`src/rtl/dut_seq_pkg.sv`:
```
// -----------------------------------------------------------------------------
// dut_seq_pkg
// Shared definitions for the DUT I/O sequencer: the controller state encoding,
// the unpack-buffer mode constants and a small elaboration-time helper.
// -----------------------------------------------------------------------------
package dut_seq_pkg;

    typedef enum logic [2:0] {
        IDLE,
        LOAD,
        RUN,
        WAIT,
        CAPTURE,
        DRAIN
    } state_t;

    // Unpack buffer mode encodings.
    localparam logic IN_MODE_WRITE    = 1'b1;  // write the input word at addr
    localparam logic OUT_MODE_CAPTURE = 1'b0;  // latch every output lane from the DUT
    localparam logic OUT_MODE_READ    = 1'b1;  // present the output word at addr

    function automatic int max_int(input int a, input int b);
        return (a > b) ? a : b;
    endfunction

endpackage

```
`src/rtl/dut_seq_watchdog.sv`:
```
// -----------------------------------------------------------------------------
// dut_seq_watchdog
// Counts consecutive WAIT cycles and flags a timeout when the DUT has not
// reported completion within TIMEOUT_CYCLES. The flag is sticky until cleared.
// Only instantiated when DUT_SEQ_TIMEOUT_EN is defined.
//
// Ports
//   clk          in   clock, rising edge
//   reset        in   asynchronous active-high reset
//   in_wait      in   sequencer is in WAIT this cycle
//   dut_done     in   DUT completion; takes priority over expiry
//   clear        in   accepted start; drops the sticky flag
//   expired      out  combinational: last allowed WAIT cycle passed without dut_done
//   timeout_err  out  sticky timeout flag
// -----------------------------------------------------------------------------
module dut_seq_watchdog
    import dut_seq_pkg::*;
#(
    parameter int TIMEOUT_CYCLES = 1024
) (
    input  logic clk,
    input  logic reset,
    input  logic in_wait,
    input  logic dut_done,
    input  logic clear,
    output logic expired,
    output logic timeout_err
);

    localparam int CW = max_int($clog2(TIMEOUT_CYCLES + 1), 1);

    logic [CW-1:0] wait_cnt;

    // NOTE: sequential state uses non-blocking assignments so every register
    // samples pre-edge values regardless of process evaluation order.
    always_ff @(posedge clk or posedge reset) begin
        if (reset) begin
            wait_cnt <= '0;
        end else if (in_wait) begin
            wait_cnt <= wait_cnt + CW'(1);
        end else begin
            wait_cnt <= '0;
        end
    end

    // wait_cnt holds the number of WAIT cycles already completed, so the
    // TIMEOUT_CYCLES-th WAIT cycle is the one where it equals TIMEOUT_CYCLES-1.
    assign expired = in_wait && !dut_done && (wait_cnt == CW'(TIMEOUT_CYCLES - 1));

    always_ff @(posedge clk or posedge reset) begin
        if (reset) begin
            timeout_err <= 1'b0;
        end else if (clear) begin
            timeout_err <= 1'b0;
        end else if (expired) begin
            timeout_err <= 1'b1;
        end
    end

endmodule

```
`src/rtl/dut_io_sequencer.sv`:
```
// -----------------------------------------------------------------------------
// dut_io_sequencer
// Sequences one DUT transaction through the I/O unpack buffer: loads IN_WORDS
// input words from the AXI side, pulses the DUT, waits for completion, captures
// the output vector and drains OUT_WORDS words back to the AXI side.
//
// Optional feature: define DUT_SEQ_TIMEOUT_EN to add a WAIT watchdog that
// aborts to IDLE after TIMEOUT_CYCLES and raises a sticky timeout_err.
//
// Ports
//   clk, reset               clock; asynchronous active-high reset
//   start                    begin a transaction (sampled in IDLE only)
//   busy / done              not-IDLE level / one-cycle completion pulse
//   in_valid / in_ready      input-word handshake (word goes straight to buffer)
//   out_valid / out_ready    output-word handshake (word read from buffer)
//   dut_input_vec_addr       input word index
//   input_vec_en/_mode       input buffer write strobe / mode
//   dut_output_vec_addr      output word index
//   output_vec_en/_mode      output buffer capture strobe / mode
//   dut_start / dut_done     DUT run pulse / DUT completion
//   timeout_err              sticky watchdog flag (0 without the macro)
// -----------------------------------------------------------------------------
module dut_io_sequencer
    import dut_seq_pkg::*;
#(
    parameter int IN_WORDS       = 8,
    parameter int OUT_WORDS      = 8,
    parameter int TIMEOUT_CYCLES = 1024
) (
    input  logic        clk,
    input  logic        reset,
    input  logic        start,
    output logic        busy,
    output logic        done,
    input  logic        in_valid,
    output logic        in_ready,
    output logic        out_valid,
    input  logic        out_ready,
    output logic [31:0] dut_input_vec_addr,
    output logic        input_vec_en,
    output logic        input_vec_mode,
    output logic [31:0] dut_output_vec_addr,
    output logic        output_vec_en,
    output logic        output_vec_mode,
    output logic        dut_start,
    input  logic        dut_done,
    output logic        timeout_err
);

    localparam int CNT_W = $clog2(max_int(IN_WORDS, OUT_WORDS) + 1);
    localparam logic [CNT_W-1:0] IN_LAST  = CNT_W'(IN_WORDS - 1);
    localparam logic [CNT_W-1:0] OUT_LAST = CNT_W'(OUT_WORDS - 1);

    if (IN_WORDS < 1 || OUT_WORDS < 1 || TIMEOUT_CYCLES < 1) begin : g_bad_params
        $error("dut_io_sequencer: IN_WORDS, OUT_WORDS and TIMEOUT_CYCLES must be >= 1");
    end

    state_t           state, state_next;
    logic [CNT_W-1:0] cnt, cnt_next;
    logic             done_next;
    logic             wd_expired;

`ifdef DUT_SEQ_TIMEOUT_EN
    logic in_wait;
    logic wd_clear;

    assign in_wait  = (state == WAIT);
    assign wd_clear = (state == IDLE) && start;

    dut_seq_watchdog #(
        .TIMEOUT_CYCLES(TIMEOUT_CYCLES)
    ) u_watchdog (
        .clk        (clk),
        .reset      (reset),
        .in_wait    (in_wait),
        .dut_done   (dut_done),
        .clear      (wd_clear),
        .expired    (wd_expired),
        .timeout_err(timeout_err)
    );
`else
    assign wd_expired  = 1'b0;
    assign timeout_err = 1'b0;
`endif

    always_ff @(posedge clk or posedge reset) begin
        if (reset) begin
            state <= IDLE;
            cnt   <= '0;
            done  <= 1'b0;
        end else begin
            state <= state_next;
            cnt   <= cnt_next;
            done  <= done_next;
        end
    end

    // Everything except input_vec_en decodes from registered state/counter,
    // so in_valid/out_ready only influence the next state, never these outputs.
    always_comb begin
        // NOTE: every signal written here gets a default first, so no path
        // through the case statement can infer a latch.
        state_next          = state;
        cnt_next            = cnt;
        done_next           = 1'b0;
        in_ready            = 1'b0;
        input_vec_mode      = 1'b0;
        dut_input_vec_addr  = '0;
        out_valid           = 1'b0;
        output_vec_en       = 1'b0;
        output_vec_mode     = OUT_MODE_CAPTURE;
        dut_output_vec_addr = '0;
        dut_start           = 1'b0;

        case (state)
            IDLE: begin
                if (start) begin
                    state_next = LOAD;
                    cnt_next   = '0;
                end
            end
            LOAD: begin
                in_ready           = 1'b1;
                input_vec_mode     = IN_MODE_WRITE;
                dut_input_vec_addr = 32'(cnt);
                if (in_valid) begin
                    if (cnt == IN_LAST) begin
                        cnt_next   = '0;
                        state_next = RUN;
                    end else begin
                        cnt_next = cnt + CNT_W'(1);
                    end
                end
            end
            RUN: begin
                dut_start  = 1'b1;
                state_next = WAIT;
            end
            WAIT: begin
                // Completion wins over a watchdog expiry in the same cycle.
                if (dut_done) begin
                    state_next = CAPTURE;
                end else if (wd_expired) begin
                    state_next = IDLE;
                end
            end
            CAPTURE: begin
                output_vec_en   = 1'b1;
                output_vec_mode = OUT_MODE_CAPTURE;
                state_next      = DRAIN;
            end
            DRAIN: begin
                out_valid           = 1'b1;
                output_vec_mode     = OUT_MODE_READ;
                dut_output_vec_addr = 32'(cnt);
                if (out_ready) begin
                    if (cnt == OUT_LAST) begin
                        cnt_next   = '0;
                        state_next = IDLE;
                        done_next  = 1'b1;
                    end else begin
                        cnt_next = cnt + CNT_W'(1);
                    end
                end
            end
            default: begin
                state_next = IDLE;
                cnt_next   = '0;
            end
        endcase
    end

    assign input_vec_en = in_ready & in_valid;
    assign busy         = (state != IDLE);

endmodule
```
`config.mk`:
```
export PLATFORM = sky130hd
export DESIGN_NAME = dut_io_sequencer
export DESIGN_NICKNAME = d
export VERILOG_FILES = /design/src/rtl/dut_seq_pkg.sv /design/src/rtl/dut_seq_watchdog.sv /design/src/rtl/dut_io_sequencer.sv
export SDC_FILE = /design/constraint.sdc
export NUM_CORES = 1
export LEC_CHECK = 0
export CORE_MARGIN = 2
export CORE_UTILIZATION = 30
export CTS_CLUSTER_SIZE = 14
export DETAILED_ROUTE_END_ITERATION = 12
export GPL_TIMING_DRIVEN = 0
export PLACE_DENSITY = 0.8
export RECOVER_POWER = 25
export SYNTH_ARGS = -nofsm -noshare
export SYNTH_HDL_FRONTEND = slang
export SYNTH_SLANG_ARGS = --single-unit
```
`constraint.sdc`:
```
create_clock -name clk -period 1.4 [get_ports clk]
set_input_delay 0.14 -clock clk [delete_from_list [all_inputs] [get_ports clk]]
set_output_delay 0.14 -clock clk [all_outputs]
set_load 0.01 [all_outputs]
```
==> results of run 1 <==
==> cell usage in the layout, fill, tap and decap left out, types with 2 or more instances in the layout <==
| master | synthesis | routed |
|---|---|---|
| sky130_fd_sc_hd__buf_2 | 2 | 6 |
| sky130_fd_sc_hd__clkdlybuf4s50_1 | 0 | 5 |
| sky130_fd_sc_hd__buf_4 | 59 | 72 |
| sky130_fd_sc_hd__nor2_4 | 0 | 2 |
| sky130_fd_sc_hd__and3_4 | 1 | 7 |
| sky130_fd_sc_hd__nor2_1 | 5 | 3 |
| sky130_fd_sc_hd__o21ai_0 | 3 | 2 |
| sky130_fd_sc_hd__nand2b_1 | 2 | 2 |
| sky130_fd_sc_hd__clkbuf_4 | 0 | 3 |
| sky130_fd_sc_hd__buf_8 | 0 | 2 |
| sky130_fd_sc_hd__nor3_1 | 2 | 2 |
| sky130_fd_sc_hd__buf_6 | 1 | 17 |
| sky130_fd_sc_hd__and3_1 | 10 | 4 |
| sky130_fd_sc_hd__dfrtp_1 | 8 | 8 |
| sky130_fd_sc_hd__conb_1 | 1 | 57 |
| sky130_fd_sc_hd__nand2_1 | 5 | 4 |
==> final cells by class <==
cell class,count,share of cell area [%]
Clock buffer,3,1.27
Tap cell,46,3.24
Inverter,2,0.635
Timing Repair Buffer,40,20.1
Buffer,63,27.9
Multi-Input combinational cell,106,35.5
Sequential cell,8,11.3
==> worst max-delay path, cell delays in order, from the launching register on <==
cell and delay [ps]:
sky130_fd_sc_hd__dfrtp_1 390, sky130_fd_sc_hd__buf_6 150, sky130_fd_sc_hd__clkinvlp_4 150, sky130_fd_sc_hd__buf_4 170, sky130_fd_sc_hd__and3_4 170, sky130_fd_sc_hd__buf_6 110
==> routing by layer <==
| metal | GRT usage, % | wire length, um | up-vias |
|---|---|---|---|
| met5 | 0 | 0 | - |
| met1 | 13.0 | 899 | 439 |
| met3 | 2.88 | 217 | 8 |
| met2 | 24.6 | 1370 | 54 |
| li1 | - | - | 494 |
| met4 | 6.94 | 74 | 0 |
==> flip-flops by register name, indices dropped and copies added, names as in the netlist <==
name and flops:
cnt 4, done 1, state 3
==> kinds of logic (layout without fill, tap and decap cells) <==
kind of cell             Yosys count  in the layout  synth area share, %
buffers and inverters             65            108                 46.5
AND/OR/NAND/NOR                   36             36                 23.6
AO/OA/AOI/OAI                     11             11                 7.71
flip-flops                         8              8                 19.6
adder cells (fa/ha/maj)            1              1                 1.22
other                              1             57                0.367
multiplexers                       1              1                0.979
==> what timing repair did <==
item	CTS	global route
endpoints found under the setup margin	22	21
gates cloned	1	0
pin swaps	8	4
buffers inserted	14	3
hold buffers	0	0
resized for setup	92	14
==> final timing paths <==
check / to / slack, ps
min reg2reg: cnt[1] / 610
max in group asynchronous: cnt[0] / 860
min in group clk: state[0] / 480
min: done / 290
max: dut_input_vec_addr[1] / -140
max reg2reg: cnt[0] / -130
==> metrics by stage <==
step	util (%)	total power [mW]	setup TNS (ps)	instance area, um^2	setup slack, ps
6_report	53.6	2.45	-1500	1770	-141
5_1_grt	53.6	2.61	-2410	1770	-176
3_3_place_gp	45.7	1.69	-7270	1510	-579
4_1_cts	51.3	2.24	-1020	1700	-93.9
2_1_floorplan	-	1.20	-48.7	1230	-24.6
3_5_place_dp	45.7	1.72	-7730	1510	-616
==> power by group through the flow <==
stage	clock network, mW	logic, mW	registers [mW]
finish	0.194	1.90	0.364
global route	0.198	2.03	0.374
CTS	0.183	1.70	0.354
detailed placement	0	1.33	0.387
global placement	0	1.31	0.381
floorplan	0	0.833	0.366
==> run metrics, run 1 <==
status=finished with violations; failing checks=setup timing; starting density of the core=30.9%; total half-perimeter wirelength after legalization and detailed placement=1.69 mm; Clock Root Buffer=sky130_fd_sc_hd__clkbuf_4; maximum fanout encountered on the critical timing path=5; number of synthesis warnings=0; H-tree Lvls=1; total number of nets in the final design=231; count of final max-slew check failures=0; worst vdd rail ir drop=438 uV; combinational power share=77.2%; critical path class=flop to output port; multi-input combinational cell area=631 um^2; antenna diode count=0; share of cells above drive strength 1=55.4%; CORE AREA=0.00331 mm^2; mean number of vias per cell=3.71; Row Count=21; final setup violating endpoints=16; Pint=1.50 mW; Synth-to-Final Area Change=73.6%; Top FF cell, synth=sky130_fd_sc_hd__dfrtp_1; final setup skew=1.98 ps; Netlist cell types=35; final critical-path required period=1540 ps; count of mapped cells out of synthesis=123; post-route fraction of the period consumed by the critical path=110%; Final Routed Wirelength=2.56 mm; Post-Route Hold Slack=291 ps; Leak Pwr=1.02 nW; share of total power in sequential cells=14.9%; PwrDens=1380 mW/mm^2; count of buffers from port buffering=22; die extent in y=62.4 um; Detail Route Antenna Nets=0; Clock Pin Slew Worst Setup and Hold Paths=60 ps; min setup slack post-route=-141 ps; Post-synth ARST share=100%; element type at the critical path start=flop; Post-synth top cells=59 x sky130_fd_sc_hd__buf_4, 10 x sky130_fd_sc_hd__and3_1, 8 x sky130_fd_sc_hd__dfrtp_1; via count of the routed design=995; Clock Power Share=7.9%; overall track demand over capacity in global routing=12.9%; area of the mapped netlist=0.00102 mm^2; number of placed instances with taps included=247; I/O pin cnt=80; data required time at the worst endpoint=1260 ps; Routed WL per cell=9.57 um; switch share=38.8%; number of flops mapped to enable cells by yosys=0; clock buffers created by TritonCTS=3; global-route wire length before repair=4.08 mm; start of the worst register-to-register path=state[2]; synthesized area divided by synthesized cell count=8.31 um^2; vias in the first global route=938; most frequently used cell type in the post-synthesis netlist=sky130_fd_sc_hd__buf_4; Register Area=200 um^2; power spent charging and discharging nets=0.953 mW; reported max-cap violation count=0; RePlAce Congestion=0.771; fill cell total of the finished layout=317; final number of hold-violating endpoints=0; Horiz. Die Dim=62.4 um; clock latency of the later-clocked register in the worst-skew pair=260 ps; Area contributors post-synth=sky130_fd_sc_hd__buf_4 43%, sky130_fd_sc_hd__dfrtp_1 20%, sky130_fd_sc_hd__and3_1 6.1%; Synth area leader=sky130_fd_sc_hd__buf_4; DRC viols=0; area fraction of the dominant cell type after synthesis=43.3%; sequential-to-total area share from yosys stat=19.6%; First DRT Iteration DRCs=28; worst reg2reg path depth=6; Cell Count, Final, Fillers Out=268; initial antenna violation count=0; sum of overflow across all layers after global routing=0; type of destination of the critical path=output port; unrepaired setup endpoints after global routing=yes; total iterations of the first detailed-routing run=4; worst hold path class=primary input to asynchronous set/reset pin; CTS Sinks=8; max frequency=0.649 GHz; arrival time of the worst setup path=1400 ps; clock tree from TritonCTS=built; clock tree buffer depth=2; Seq cells post-synth=8; die outline area=0.00389 mm^2; start point of the critical path=state[2]; largest net degree at the start of global routing=9
No activity file was read; power rests on OpenSTA's default activity.
==> inputs of run 2 (changes only) <==
--- a/config.mk
+++ b/config.mk
@@ -6,11 +6,11 @@
 export NUM_CORES = 1
 export LEC_CHECK = 0
 export CORE_MARGIN = 2
-export CORE_UTILIZATION = 30
+export CORE_UTILIZATION = 33
 export CTS_CLUSTER_SIZE = 14
 export DETAILED_ROUTE_END_ITERATION = 12
 export GPL_TIMING_DRIVEN = 0
-export PLACE_DENSITY = 0.8
+export PLACE_DENSITY = 0.83
 export RECOVER_POWER = 25
 export SYNTH_ARGS = -nofsm -noshare
 export SYNTH_HDL_FRONTEND = slang
==> constraint.sdc (replaced) <==
create_clock -name clk -period 1.6 [get_ports clk]
set_input_delay 0.16 -clock clk [delete_from_list [all_inputs] [get_ports clk]]
set_output_delay 0.16 -clock clk [all_outputs]
set_load 0.01 [all_outputs]
==> run metrics, run 2 (same netlist as run 1, synthesis figures left out) <==
total number of nets in the final design=235; vias in the first global route=808; start point of the critical path=state[0]; CTS Sinks=8; maximum fanout encountered on the critical timing path=7; delay of the slowest cell on the worst path=390 ps; Detail Route Antenna Nets=0; Routed WL per cell=10.0 um; I/O pin cnt=80; clock tree from TritonCTS=built; hold buffer count at cts=0; CORE AREA=0.00300 mm^2; cell breakdown of the critical path=buf_6 -> buf_6 -> and3_4 -> nor4_4 -> buf_6 -> o21ai_2 -> a22o_1; largest registers=cnt (4), state (3), done (1); overall track demand over capacity in global routing=12.2%; Pint=1.15 mW; terminus of the critical flop-to-flop path=cnt[2]; unrepaired setup endpoints after global routing=yes; leading cell types in the layout, fill and taps excluded=78 x sky130_fd_sc_hd__buf_4, 57 x sky130_fd_sc_hd__conb_1, 10 x sky130_fd_sc_hd__and3_1, 9 x sky130_fd_sc_hd__buf_2, 7 x sky130_fd_sc_hd__dfrtp_1; status=finished clean; worst reg2reg path depth=7; die extent in y=59.7 um; share of cells above drive strength 1=51.3%; Clock Power Share=8.4%; RePlAce Congestion=0.738; clock tree buffer depth=2; setup slack on the worst flop-to-flop path=10 ps; data required time at the worst endpoint=1750 ps; global-route wire length before repair=3.38 mm; min setup slack post-route=11.4 ps; Crit-path slowest cell=sky130_fd_sc_hd__dfrtp_1; count of buffers from port buffering=22; mean number of vias per cell=3.87; Leak Pwr=1.03 nW; crit-path most repeated cell=sky130_fd_sc_hd__buf_6; total iterations of the first detailed-routing run=4; total half-perimeter wirelength after legalization and detailed placement=1.63 mm; final number of hold-violating endpoints=0; pre-CTS WS=-408 ps; share of total power in sequential cells=16.6%; die outline area=0.00356 mm^2; Clock Pin Slew Worst Setup and Hold Paths=60 ps; critical path class=flop to flop; largest register by flop count=cnt; post-route fraction of the period consumed by the critical path=99.3%; switch share=40.9%; First DRT Iteration DRCs=40; type of destination of the critical path=flop; clock buffers created by TritonCTS=3; starting density of the core=34.0%; most common cell after layout, fill and taps aside=sky130_fd_sc_hd__buf_4; worst vdd rail ir drop=339 uV; max frequency=0.629 GHz; Horiz. Die Dim=59.7 um; Final Routed Wirelength=2.59 mm; start of the worst register-to-register path=state[0]; sum of overflow across all layers after global routing=0; Clock Root Buffer=sky130_fd_sc_hd__clkbuf_4; overall power=1.95 mW; DRC viols=0; largest net degree at the start of global routing=11; power spent charging and discharging nets=0.797 mW; count of final max-slew check failures=0; final critical-path required period=1590 ps; antenna diode count=0; PwrDens=1130 mW/mm^2; initial antenna violation count=0; final setup skew=0.627 ps; reported max-cap violation count=0; arrival time of the worst setup path=1740 ps; Row Count=20; Synth-to-Final Area Change=68.1%; H-tree Lvls=1; final setup violating endpoints=0; via count of the routed design=1002; worst hold path class=primary input to asynchronous set/reset pin; element type at the critical path start=flop; clock latency of the later-clocked register in the worst-skew pair=260 ps; combinational power share=75.0%; flip-flop count of the largest register after layout=4
[run 2: cell types whose count changed in the layout (fill, tap and decap cells not counted), sizes merged]
| cell | change |
|---|---|
| clkbuf | +2 |
| clkdlybuf4s15 | +2 |
| buf | -3 |
| dlygate4sd2 | +3 |
[run 2: metrics by stage]
step / hold WS [ps] / area (um^2) / instances / setup TNS [ps] / utilization [%]
finish: 305 / 1720 / 259 / 0 / 57.2
global route: 329 / 1720 / 259 / -296 / 57.2
CTS: 166 / 1600 / 247 / -48.6 / 53.2
detailed placement: 435 / 1490 / 234 / -3900 / 49.8
global placement: 436 / 1490 / 234 / -3700 / 49.8
floorplan: -24.3 / 1230 / 179 / 0 / -
[run 2: repair_timing]
action,4_1_cts,5_1_grt
pin swaps,1,2
gates cloned,1,0
resized for setup,58,17
endpoints found under the setup margin,16,12
buffers inserted,9,12
[run 2: how the worst max path moves through the flow]
| stage | slack [ps] | endpoint | cells past startpoint |
|---|---|---|---|
| finish | 10 | cnt[2] | 7 |
| CTS | -30 | cnt[2] | 5 |
| detailed placement | -410 | dut_input_vec_addr[0] | 5 |
| floorplan | 160 | cnt[3] | 5 |
| global placement | -390 | dut_output_vec_addr[0] | 5 |
| global route | -50 | cnt[2] | 7 |
[run 2: power groups by stage]
stage / clock [mW] / sequential [mW] / combinational (mW)
6_report: 0.163 / 0.324 / 1.46
4_1_cts: 0.161 / 0.327 / 1.20
3_3_place_gp: 0 / 0.333 / 1.14
2_1_floorplan: 0 / 0.319 / 0.727
3_5_place_dp: 0 / 0.336 / 1.16
5_1_grt: 0.174 / 0.329 / 1.58
[run 2: routing by layer]
layer  wire (um)  share of wire (%)  up-vias  global-route usage [%]
li1            -                  -      501                       -
met1         870                 34      425                    12.9
met2        1380                 53       71                    21.9
met3         319                 12        5                    3.03
met4          27                1.0        0                    6.67
met5           0                  0        -                       0
[run 2: cell type report]
cell class / count / area [um^2]
Sequential cell: 8 / 201
Timing Repair Buffer: 44 / 348
Clock buffer: 3 / 22.5
Tap cell: 33 / 41.3
Multi-Input combinational cell: 106 / 603
Inverter: 2 / 11.3
Buffer: 63 / 490
Fill cell: 280 / 1280
[run 2: critical path, delay by kind of cell, from the launching register on]
family	cells	cell delay, ps
flip-flops	1	390
buffers and inverters	3	430
AND/OR/NAND/NOR	2	410
AO/OA/AOI/OAI	2	240
